$ cat src/rtl/pll_lock_supervisor.sv
// Reset sequencer for an ECP5 EHXPLLL: pulses RST, waits for LOCK with bounded retries,
// qualifies lock over a stability window and releases a registered reset to the PLL domain.
module pll_lock_supervisor #(
    parameter int RST_CYCLES    = 16,
    parameter int LOCK_TIMEOUT  = 50000,
    parameter int STABLE_CYCLES = 1024,
    parameter int GLITCH_CYCLES = 4,
    parameter int MAX_RETRIES   = 3,
    parameter int CNT_WIDTH     = 8
) (
    input  logic                 clk,
    input  logic                 reset_n,
    input  logic                 pll_locked,
    input  logic                 restart,
    output logic                 pll_rst,
    output logic                 sys_reset_n,
    output logic                 ready,
    output logic                 failed,
    output logic [2:0]           state,
    output logic [CNT_WIDTH-1:0] retry_count,
    output logic [CNT_WIDTH-1:0] lost_count
);

    localparam int T_AB  = (RST_CYCLES > LOCK_TIMEOUT) ? RST_CYCLES : LOCK_TIMEOUT;
    localparam int T_CD  = (STABLE_CYCLES > GLITCH_CYCLES) ? STABLE_CYCLES : GLITCH_CYCLES;
    localparam int T_MAX = (T_AB > T_CD) ? T_AB : T_CD;
    localparam int TW    = $clog2(T_MAX + 1);

    localparam logic [TW-1:0]        RST_LAST    = TW'(RST_CYCLES - 1);
    localparam logic [TW-1:0]        LOCK_LAST   = TW'(LOCK_TIMEOUT - 1);
    localparam logic [TW-1:0]        STABLE_LAST = TW'(STABLE_CYCLES - 1);
    localparam logic [TW-1:0]        GLITCH_LAST = TW'(GLITCH_CYCLES - 1);
    localparam logic [CNT_WIDTH-1:0] MAX_R       = CNT_WIDTH'(MAX_RETRIES);

    typedef enum logic [2:0] {
        S_RESET_PLL = 3'd0,
        S_WAIT_LOCK = 3'd1,
        S_STABILISE = 3'd2,
        S_RUN       = 3'd3,
        S_FAILED    = 3'd4
    } state_t;

    state_t        state_q, state_d;
    logic [TW-1:0] timer_q, timer_d;
    logic [1:0]    sync_q;
    logic          locked_s;
    logic          retry_inc, retry_clr, lost_inc;
    logic          pll_rst_d, sys_reset_n_d, ready_d, failed_d;

    // LOCK is asynchronous to the reference clock
    always_ff @(posedge clk or negedge reset_n) begin
        if (!reset_n) sync_q <= 2'b00;
        else          sync_q <= {sync_q[0], pll_locked};
    end
    assign locked_s = sync_q[1];

    always_ff @(posedge clk or negedge reset_n) begin
        if (!reset_n) begin
            state_q     <= S_RESET_PLL;
            timer_q     <= '0;
            retry_count <= '0;
            lost_count  <= '0;
            pll_rst     <= 1'b1;
            sys_reset_n <= 1'b0;
            ready       <= 1'b0;
            failed      <= 1'b0;
        end else begin
            state_q <= state_d;
            timer_q <= timer_d;
            if (retry_clr)      retry_count <= '0;
            else if (retry_inc) retry_count <= retry_count + 1'b1;
            if (lost_inc && (lost_count != '1)) lost_count <= lost_count + 1'b1;
            pll_rst     <= pll_rst_d;
            sys_reset_n <= sys_reset_n_d;
            ready       <= ready_d;
            failed      <= failed_d;
        end
    end

    always_comb begin
        state_d   = state_q;
        retry_inc = 1'b0;
        retry_clr = 1'b0;
        lost_inc  = 1'b0;
        if (restart) begin
            state_d   = S_RESET_PLL;
            retry_clr = 1'b1;
        end else begin
            case (state_q)
                S_RESET_PLL: if (timer_q == RST_LAST) state_d = S_WAIT_LOCK;
                S_WAIT_LOCK: begin
                    if (locked_s) begin
                        state_d = S_STABILISE;
                    end else if (timer_q == LOCK_LAST) begin
                        if (retry_count == MAX_R) begin
                            state_d = S_FAILED;
                        end else begin
                            state_d   = S_RESET_PLL;
                            retry_inc = 1'b1;
                        end
                    end
                end
                S_STABILISE: begin
                    if (!locked_s) begin
                        state_d = S_WAIT_LOCK;
                    end else if (timer_q == STABLE_LAST) begin
                        state_d   = S_RUN;
                        retry_clr = 1'b1;
                    end
                end
                // in RUN the timer holds the run of consecutive unlocked cycles
                S_RUN: begin
                    if (!locked_s && (timer_q == GLITCH_LAST)) begin
                        state_d  = S_RESET_PLL;
                        lost_inc = 1'b1;
                    end
                end
                S_FAILED: state_d = S_FAILED;
                default:  state_d = S_RESET_PLL;
            endcase
        end

        // every state leaves at its limit, so the timer can never wrap
        if (restart || (state_d != state_q))            timer_d = '0;
        else if (state_q == S_FAILED)                   timer_d = '0;
        else if ((state_q == S_RUN) && locked_s)        timer_d = '0;
        else                                            timer_d = timer_q + 1'b1;
    end

    always_comb begin
        pll_rst_d     = 1'b1;
        sys_reset_n_d = 1'b0;
        ready_d       = 1'b0;
        failed_d      = 1'b0;
        case (state_d)
            S_WAIT_LOCK, S_STABILISE: pll_rst_d = 1'b0;
            S_RUN: begin
                pll_rst_d     = 1'b0;
                sys_reset_n_d = 1'b1;
                ready_d       = 1'b1;
            end
            S_FAILED: failed_d = 1'b1;
            default: ;
        endcase
    end

    assign state = state_q;

endmodule

$ cat config.mk
export PLATFORM = sky130hd
export DESIGN_NAME = pll_lock_supervisor
export DESIGN_NICKNAME = d
export VERILOG_FILES = /design/src/rtl/pll_lock_supervisor.sv
export SDC_FILE = /design/constraint.sdc
export NUM_CORES = 1
export LEC_CHECK = 0
export ABC_AREA = 1
export BUFFER_PORTS_ARGS = -buffer_cell sky130_fd_sc_hd__buf_2
export CAP_MARGIN = 20
export CORE_AREA = 4 4 79 59
export CTS_CLUSTER_SIZE = 30
export DETAILED_ROUTE_END_ITERATION = 10
export DIE_AREA = 0 0 83 63
export PLACE_DENSITY = 0.81
export SYNTH_ARGS = -nofsm -noshare
export SYNTH_HDL_FRONTEND = slang
export SYNTH_SLANG_ARGS = --single-unit
$ cat constraint.sdc
create_clock -name clk -period 3 [get_ports clk]
set_input_delay 0.15 -clock clk [delete_from_list [all_inputs] [get_ports clk]]
set_output_delay 0.15 -clock clk [all_outputs]
set_load 0.005 [all_outputs]
==> impl_metrics.csv, run 1 <==
group,metric,value,unit
power_and_ir_drop,ir_worst_vdd,0.282,mV
clock_tree,postCtsHoldBufs,1,
clock_tree,clk_pin_slew,70,ps
route,drt_iter0_markers,104,
route,first_pass_iters,4,
placement,gp_congestion,0.830,
synthesis,yosysSeqAreaShare,41.8,%
global_route,grt_pass1_wl,9.05,mm
sta,tightest_slew,917,ps
critical_path,startpoint_type,"register",
final_layout,final_area,2660,um2
global_route,overflow,0,
synthesis,synth_seq_cells,40,
floorplanning,fp.dieH,63,um
global_route,grt_pass1_vias,2056,
power_and_ir_drop,switching_share,23.1,%
status,violations,"hold timing",
power_and_ir_drop,p_clk_share,38.5,%
floorplanning,io_pins,27,
clock_tree,cts_root_buf,"clkbuf_8",
placement,dp_hpwl,3.72,mm
global_route,antenna_found_initial,0,
placement,placedCellCount,379,
synthesis,yosysWarnings,0,
job,cap_violations,0,
power_and_ir_drop,power,0.958,mW
critical_path,endpoint_kind,"register",
placement,port-buffer-count,26,
critical_path,regToRegSetupSlack,870,ps
route,postRouteAntennaNets,0,
floorplanning,rows,19,
floorplanning,die_area,5230,um2
clock_tree,worstSkewPairLatency,290,ps
clock_tree,h-tree-depth,2,
sta,fin_crit_sh,71.0,%
critical_path,cp_max_fo,16,
route,drc,0,
power_and_ir_drop,combPwrFrac,4.3,%
status,status,"complete, but fails checks",
sta,hold_viol_final,9,
synthesis,avgSynthCellArea,7.88,um2
power_and_ir_drop,pwr-share-seq,57.1,%
floorplanning,coreArea,3850,um2
critical_path,criticalPathCategory,"register to register",
sta,rsz0062_at_grt,"no",
clock_tree,postCtsSetupBuffers,0,
sta,fin_skew,5.99,ps
final_layout,drive_above_1_share,22.0,%
floorplanning,die_w,83,um
final_layout,layout.cells.non_filler,388,
power_and_ir_drop,power_density,360,nW/um2
critical_path,crit_required,3160,ps
power_and_ir_drop,leakagePower,1.30,nW
sta,post-route-min-period,2130,ps
final_layout,fillers,342,
final_layout,final_common_cell,"nand2_1",
sta,max-slew-margin-rel,38.8,%
final_layout,syn_to_final_growth,11.0,%
route,via_count,2030,
floorplanning,start_util,62.2,%
clock_tree,clock_sinks,40,
critical_path,cp.arrival,2290,ps
final_layout,n_antenna_cell,0,
synthesis,synth_area,2400,um2
global_route,grt_max_degree,41,
route,wire_per_inst,12.9,um
sta,max_clock_freq,470,MHz
synthesis,synth_nets,311,
power_and_ir_drop,p_switching,0.221,mW
sta,hold_slack,-8.45,ps
placement,dpl_cell_area,2560,um2
power_and_ir_drop,p_int,0.737,mW
min_path,hp-class,"primary input to asynchronous set/reset pin",
synthesis,syn_inst,304,
clock_tree,cts_made_buffers,5,
clock_tree,cts_resized,0,
clock_tree,clockBufferDepth,2,
final_layout,final_cell_mix,"nand2_1 (57), nor2_1 (43), dfrtp_1 (39), inv_1 (38), nand3_1 (30)",
synthesis,ys_types,31,
route,wl,5.02,mm
final_layout,finalNetCount,342,
sta,setup_violations,0,
route,vias_per_cell,5.23,
sta,slew_viol_final,0,
global_route,globalRouteTotalUtil,21.2,%
clock_tree,cts_tree,"built",
sta,final.setup.tns,0,ps
## layout make-up
class | count | area [um2] | share of cell area, %
Sequential cell | 40 | 1000 | 37.7
Tap cell | 52 | 65.1 | 2.45
Multi-Input combinational cell | 221 | 1210 | 45.5
Clock buffer | 6 | 82.6 | 3.11
Timing Repair Buffer | 27 | 140 | 5.27
Inverter | 40 | 150 | 5.65
Clock inverter | 2 | 10.0 | 0.376
## per-stage QoR
stage / utilization [%] / setup WS (ps)
after global placement: 66.4 / 949
after CTS: 69.0 / 891
after detailed placement: 66.4 / 910
after global routing: 69.0 / 707
after floorplan: - / 1280
final: 69.0 / 870
## path summary, 6_finish.rpt
kind	from	end	cells past startpoint
worst max-delay path	timer_q[0]	timer_q[0]	14
worst min-delay path	reset_n	retry_count[3]	1
max in group asynchronous	reset_n	timer_q[3]	1
min in group clk	restart	ready	4
worst max register to register	timer_q[0]	timer_q[0]	14
worst min register to register	sync_q[0]	sync_q[1]	0
## registers in the layout, indices dropped and copies added (netlist names)
register     flops
pll_rst          1
timer_q         16
sync_q           2
state            3
lost_count       8
failed           1
ready            1
retry_count      8
## cells in the mapped netlist
cell type  number  area (um2)
a21oi_1        12        60.1
a31oi_1         1        6.26
buf_12          1        20.0
buf_4           2        15.0
dfrtp_1        39         976
dfstp_2         1        26.3
ha_1            3        37.5
inv_1          38         143
inv_2           2        7.51
nand2_1        57         214
nand2_2        11        68.8
nand2_4         1        11.3
nand3_1        30         150
nand3b_1        4        30.0
nand4_1         4        25.0
nor2_1         43         161
nor2_2          6        37.5
nor2_4         14         158
nor3_1          4        20.0
nor3_4          1        16.3
nor3b_1         2        15.0
nor4_1          1        6.26
o211ai_1        2        15.0
o21a_1          2        15.0
o21ai_0         6        30.0
o21ai_1         2        10.0
o21ai_2         1        8.76
o21bai_1        2        15.0
or2_2           3        18.8
xnor2_1         5        43.8
xor2_1          4        35.0
## power by group through the flow
| stage | Sequential, mW | Clock, mW | Combinational [mW] |
|---|---|---|---|
| global route | 0.548 | 0.408 | 0.0482 |
| detailed placement | 0.558 | 0 | 0.0412 |
| floorplan | 0.557 | 0 | 0.0262 |
| global placement | 0.558 | 0 | 0.0405 |
| finish | 0.547 | 0.369 | 0.0416 |
| CTS | 0.547 | 0.379 | 0.0424 |
## critical path: stages (launching register included)
cell,delay [ps]
dfrtp_1,390
ha_1,240
nand2_2,80
nor2_2,180
nand2_2,90
nor2_2,130
nand2_1,90
nand2_1,60
nand2_1,60
nand2_2,80
nand2_2,70
nand2_2,70
nand2_2,60
nand2_4,300
nor2_1,80
## routing by layer
metal / part of all wire [%] / track usage [%] / vias up
li1: - / - / 1034
met2: 42 / 33.9 / 63
met1: 49 / 28.7 / 920
met4: 1.6 / 5.92 / 0
met5: 0 / 0 / -
met3: 7.1 / 5.27 / 13
## logic make-up after synthesis
logic type	share of synthesized area, %
AO/OA/AOI/OAI	6.68
XOR/XNOR	3.29
adder cells (fa/ha/maj)	1.57
buffers and inverters	7.73
flip-flops	41.8
AND/OR/NAND/NOR	38.9
No activity file was read; power rests on OpenSTA's default activity.
==> run 2, diff against run 1 <==
Settings changed: ABC_AREA 1 to 0, CORE_AREA 4 4 79 59 to 4 4 81 60, DIE_AREA 0 0 83 63 to 0 0 85 64, PLACE_DENSITY 0.81 to 0.75.
Clock period 3 ns to 2.2 ns, I/O delays scaled along.
==> run 2 against run 1 <==
  * The run ends with setup timing left
  * Highest routed layer unchanged
  * Via count is 1.1% lower
  * Non-clock buffer count is 40 higher
  * Total power is 51% higher
==> impl_metrics.csv, run 2 <==
group,metric,value,unit
synthesis,syn_inst,229,
floorplanning,io_pins,27,
global_route,overflow,0,
final_layout,drive_above_1_share,35.5,%
clock_tree,clockBufferDepth,2,
floorplanning,die_w,85,um
synthesis,yosys.area.top_type,"dfrtp_1",
synthesis,synth_seq_cells,40,
sta,slew_viol_final,0,
power_and_ir_drop,switching_share,22.7,%
final_layout,largestRegisters,"timer_q x16, lost_count x8, retry_count x8",
global_route,grt_pass1_wl,9.54,mm
synthesis,synth_nets,236,
clock_tree,cts_root_buf,"clkbuf_8",
placement,gp_congestion,0.961,
critical_path,startpoint_type,"register",
synthesis,avgSynthCellArea,9.98,um2
floorplanning,rows,20,
global_route,antenna_found_initial,0,
global_route,grt_pass1_vias,1852,
sta,max_clock_freq,421,MHz
floorplanning,fp.dieH,64,um
critical_path,endpoint_kind,"register",
final_layout,final_common_cell,"dfrtp_1",
sta,fin_skew,8.00,ps
route,first_pass_iters,4,
global_route,grt_max_degree,41,
sta,max-slew-margin-rel,40.5,%
final_layout,regMostFlops,"timer_q",
clock_tree,cts_tree,"built",
synthesis,synth_edf_count,0,
final_layout,multi_input_area,1270,um2
route,drc,0,
route,wl,5.99,mm
sta,tightest_slew,892,ps
sta,final.setup.tns,-1790,ps
critical_path,cp.arrival,2590,ps
final_layout,largest_reg_flops,16,
sta,rsz0062_at_grt,"yes",
critical_path,cp_max_fo,6,
critical_path,r2r_end,"timer_q[10]",
power_and_ir_drop,combPwrFrac,6.8,%
sta,fin_crit_sh,108,%
route,vias_per_cell,5.77,
clock_tree,worstSkewPairLatency,300,ps
synthesis,async_reset_ff_share,100,%
clock_tree,clock_sinks,40,
route,postRouteAntennaNets,0,
critical_path,r2r_cells,8,
power_and_ir_drop,leakagePower,1.37,nW
status,status,"complete, but fails checks",
final_layout,final_cell_mix,"dfrtp_1 (39), buf_4 (35), nor2_1 (27), buf_2 (26), nand3_1 (20)",
floorplanning,start_util,54.7,%
route,via_count,2007,
status,violations,"setup timing",
final_layout,layout.cells.non_filler,348,
synthesis,ys_types,50,
clock_tree,cts_made_buffers,5,
placement,port-buffer-count,26,
final_layout,regArea,1000,um2
power_and_ir_drop,p_switching,0.329,mW
final_layout,syn_to_final_growth,29.0,%
power_and_ir_drop,p_int,1.12,mW
final_layout,fillers,331,
clock_tree,h-tree-depth,2,
critical_path,crit_required,2410,ps
sta,post-route-min-period,2370,ps
critical_path,regToRegSetupSlack,-170,ps
synthesis,yosysSeqAreaShare,43.9,%
synthesis,synth_area,2280,um2
synthesis,synth_most_common_cell,"dfrtp_1",
route,wire_per_inst,17.2,um
placement,place_ws,-139,ps
synthesis,synth_area_leaders,"dfrtp_1 (43%), xor2_1 (6.9%), nand4_1 (4.7%), nand3_1 (4.6%), nor2_1 (4.6%)",
clock_tree,clk_pin_slew,80,ps
job,cap_violations,0,
power_and_ir_drop,pwr-share-seq,51.6,%
min_path,hp-class,"primary input to register",
synthesis,yosysWarnings,0,
sta,worst_slack,-173,ps
synthesis,synth_ff_type,"dfrtp_1",
final_layout,finalNetCount,299,
sta,hold_viol_final,0,
route,drt_iter0_markers,257,
placement,dp_hpwl,4.12,mm
power_and_ir_drop,p_clk_share,41.6,%
global_route,globalRouteTotalUtil,22.6,%
critical_path,critPathLaunch,"timer_q[0]",
placement,placedCellCount,331,
synthesis,ys_top_cells_by_count,"dfrtp_1 (39), nor2_1 (28), nand3_1 (21), xor2_1 (18), nand4_1 (17)",
final_layout,n_antenna_cell,0,
power_and_ir_drop,power_density,491,nW/um2
power_and_ir_drop,ir_worst_vdd,0.461,mV
floorplanning,coreArea,4180,um2
sta,setup_violations,22,
critical_path,r2r_start,"timer_q[0]",
synthesis,yosysTopAreaCellShare,42.7,%
critical_path,criticalPathCategory,"register to register",
floorplanning,die_area,5440,um2
critical_path,crit_end,"timer_q[10]",
-- run 2: worst max-delay path, cell delays in order (launching register included) --
cell and delay, ps:
dfrtp_1 400, ha_4 140, or4b_4 470, buf_6 140, or4_4 480, nand4_4 130, a31o_4 250, inv_8 60
a211oi_2 200
-- run 2: worst min-delay path by stage --
| stage | startpoint | endpoint | slack (ps) | cells past startpoint |
|---|---|---|---|---|
| after floorplan | reset_n | failed | -190 | 0 |
| after global placement | pll_locked | sync_q[0] | 220 | 1 |
| after detailed placement | pll_locked | sync_q[0] | 220 | 1 |
| after CTS | restart | retry_count[0] | 210 | 4 |
| after global routing | restart | retry_count[1] | 230 | 3 |
| final | restart | retry_count[1] | 190 | 3 |
-- run 2: cell type report --
cell class	count	area share, %
flip-flops and latches	40	34.0
inverters	4	0.764
repair inverters	1	0.212
clock buffers	5	2.33
repair buffers	67	15.8
well taps	55	2.33
multi-input cells	173	43.1
clock inverters	3	1.44
-- run 2: through the flow --
step	total power [mW]	cell area, um2	hold WS [ps]	utilization, %
2_1_floorplan	0.801	2310	-186	-
3_3_place_gp	0.846	2700	219	64.6
3_5_place_dp	0.847	2700	220	64.6
4_1_cts	1.45	2890	205	69.2
5_1_grt	1.51	2950	230	70.5
6_report	1.45	2950	190	70.5
-- run 2: power groups by stage --
| stage | combinational (mW) | clock (mW) | sequential [mW] |
|---|---|---|---|
| global route | 0.107 | 0.653 | 0.747 |
| floorplan | 0.0403 | 0 | 0.761 |
| CTS | 0.0928 | 0.608 | 0.746 |
| detailed placement | 0.0865 | 0 | 0.761 |
| global placement | 0.0851 | 0 | 0.761 |
| finish | 0.0981 | 0.603 | 0.747 |
-- run 2: kinds of logic (layout without fill, tap and decap cells) --
| logic type | Yosys count | after routing | synth area share, % |
|---|---|---|---|
| compound gates | 20 | 20 | 7.78 |
| buf+inv | 16 | 80 | 3.94 |
| xor+xnor | 27 | 27 | 10.4 |
| fa+ha+maj | 3 | 3 | 1.64 |
| simple gates | 116 | 116 | 29.3 |
| mux | 7 | 7 | 3.12 |
| flops | 40 | 40 | 43.9 |
-- run 2: per-layer routing --
metal | vias to the layer above | global-route usage, % | part of all wire [%]
li1 | 960 | - | -
met1 | 969 | 35.8 | 48
met2 | 69 | 30.8 | 43
met3 | 9 | 4.64 | 7.3
met4 | 0 | 5.93 | 1.1
met5 | - | 0 | 0
-- run 2: timing repair --
action | in CTS | in global routing
gates cloned | 1 | 0
hold buffers | 2 | 0
hold endpoints to repair | 40 | 0
pin swaps | 6 | 9
gates resized for setup | 7 | 10
setup endpoints to repair | 18 | 29
buffers inserted | 4 | 5
==> run 3, diff against run 2 <==
Settings changed: CORE_AREA 4 4 81 60 to 4 4 89 66, DIE_AREA 0 0 85 64 to 0 0 93 70, PLACE_DENSITY 0.75 to 0.63.
==> run 3 against run 2 <==
  * The run still ends with setup timing left
  * Clock skew decreased by 3.2 ps
  * Final cell count increased by 4.6%
  * Clock-buffer cell count increased by 2
  * Via count decreased by 1.2%
  * Core utilization decreased by 10 points
  * Clock power increased by 8.5%
  * Die area increased by 20%
  * Combinational power decreased by 5.5%
  * Cell area increased by 3.2%
  * Sequential power about the same
  * Worst setup slack improved by 37 ps
  * First-iteration DRC count decreased by 63%
  * Critical endpoint is now timer_q[14]
==> impl_metrics.csv, run 3 (synthesis gave the netlist of run 2 again) <==
group,metric,value,unit
status,status,"complete, but fails checks",
status,violations,"setup timing",
sta,max-slew-margin-rel,40.4,%
clock_tree,h-tree-depth,2,
sta,tightest_slew,894,ps
global_route,overflow,0,
clock_tree,cts_tree,"built",
sta,post-route-min-period,2340,ps
route,drt_iter0_markers,95,
sta,hold_viol_final,0,
sta,rsz0062_at_grt,"yes",
final_layout,n_antenna_cell,0,
final_layout,largestRegisters,"timer_q x16, lost_count x8, retry_count x8",
critical_path,max_stage_delay,590,ps
sta,fin_skew,4.81,ps
critical_path,criticalPathCategory,"register to register",
sta,max_clock_freq,428,MHz
power_and_ir_drop,power_density,491,nW/um2
route,via_count,1982,
global_route,grt_max_degree,41,
floorplanning,start_util,45.1,%
power_and_ir_drop,power,1.49,mW
final_layout,largest_reg_flops,16,
critical_path,startpoint_type,"register",
final_layout,fillers,442,
sta,slew_viol_final,0,
floorplanning,die_w,93,um
critical_path,critPathLaunch,"timer_q[14]",
clock_tree,clock_sinks,40,
sta,hold_slack,200,ps
floorplanning,die_area,6510,um2
global_route,grt_pass1_vias,1865,
critical_path,r2r_cells,6,
route,drc,0,
power_and_ir_drop,ir_worst_vdd,0.249,mV
final_layout,drive_above_1_share,37.0,%
critical_path,cp.arrival,2540,ps
critical_path,crit_required,2410,ps
critical_path,r2r_end,"timer_q[14]",
clock_tree,clk_pin_slew,80,ps
global_route,antenna_found_initial,0,
placement,port-buffer-count,26,
sta,worst_slack,-135,ps
sta,fin_crit_sh,106,%
placement,gp_congestion,0.917,
final_layout,syn_to_final_growth,33.2,%
floorplanning,fp.dieH,70,um
route,postRouteAntennaNets,0,
min_path,hp-class,"primary input to register",
global_route,globalRouteTotalUtil,18.2,%
final_layout,final_cell_mix,"dfrtp_1 (39), buf_4 (37), nor2_1 (27), buf_2 (26), nand3_1 (19)",
placement,dp_hpwl,3.98,mm
critical_path,cp_max_fo,4,
critical_path,regToRegSetupSlack,-140,ps
critical_path,crit_chain,"or4bb_4 > o41ai_4 > a32oi_4 > a31o_4 > buf_4 > a211oi_2",
final_layout,regMostFlops,"timer_q",
critical_path,r2r_start,"timer_q[14]",
clock_tree,cts_made_buffers,5,
route,wl,5.69,mm
route,first_pass_iters,4,
final_layout,finalNetCount,298,
global_route,grt_pass1_wl,9.39,mm
power_and_ir_drop,leakagePower,1.42,nW
min_path,min_from,"restart",
floorplanning,rows,22,
clock_tree,worstSkewPairLatency,290,ps
sta,setup_violations,18,
job,cap_violations,0,
route,vias_per_cell,5.45,
critical_path,endpoint_kind,"register",
clock_tree,cts_root_buf,"clkbuf_8",
final_layout,final_common_cell,"dfrtp_1",
min_path,hold_depth,3,
critical_path,cpMaxStageDelayCell,"or4bb_4",
sta,final.setup.tns,-1590,ps
floorplanning,coreArea,5060,um2
min_path,hold-path-endpoint,"retry_count[1]",
clock_tree,clockBufferDepth,2,
route,wire_per_inst,15.6,um
floorplanning,io_pins,27,
run 3: cell count changes in the layout (fill, tap and decap cells not counted), sizes merged:
| cell | previous run | this run |
|---|---|---|
| clkinvlp | 1 | 0 |
| clkbuf | 5 | 7 |
| clkinv | 2 | 1 |
| inv | 4 | 3 |
run 3: through the flow:
stage          cells  cell area [um2]  utilization, %  setup slack, ps
2_1_floorplan    229             2310               -            -83.8
3_3_place_gp     347             2710            53.6            -71.2
3_5_place_dp     347             2710            53.6             -118
4_1_cts          363             2970            58.6             -104
5_1_grt          364             3040            60.1             -205
6_report         364             3040            60.1             -135
run 3: worst max-delay path by stage:
stage	endpoint	cells after the start
floorplan	timer_q[10]	7
global placement	timer_q[5]	7
detailed placement	timer_q[7]	7
CTS	timer_q[5]	7
global route	timer_q[14]	6
finish	timer_q[14]	6
run 3: area by class of cell:
class | instances | area (um2) | area share [%]
Clock buffer | 7 | 96.3 | 3.17
Timing Repair Buffer | 67 | 459 | 15.1
Inverter | 4 | 20.0 | 0.658
Clock inverter | 1 | 30.0 | 0.987
Multi-Input combinational cell | 173 | 1350 | 44.2
Tap cell | 72 | 90.1 | 2.96
Sequential cell | 40 | 1000 | 32.9
run 3: worst max-delay path, delay by kind of cell, from the launching register on:
family          cells  cell delay, ps
compound gates      4            1060
simple gates        1             590
flops               1             440
buf+inv             1             160
run 3: routing by layer:
layer / part of all wire, % / global-route usage (%) / up-vias
met5: 0 / 0 / -
met4: 1.1 / 4.72 / 0
met3: 5.3 / 3.98 / 7
met2: 41 / 24.7 / 53
met1: 52 / 28.9 / 960
li1: - / - / 962
run 3: where the power goes:
part | leakage (nW) | internal (mW) | total (mW) | switching [mW]
registers | 0.548 | 0.741 | 0.746 | 0.00484
clock network | 0.0645 | 0.400 | 0.654 | 0.254
logic | 0.811 | 0.0387 | 0.0927 | 0.0540
run 3: what timing repair did:
action	CTS	global route
hold endpoints to repair	40	0
hold buffers	2	0
gates resized for setup	10	14
setup endpoints to repair	22	29
pin swaps	7	8
setup buffers	6	1
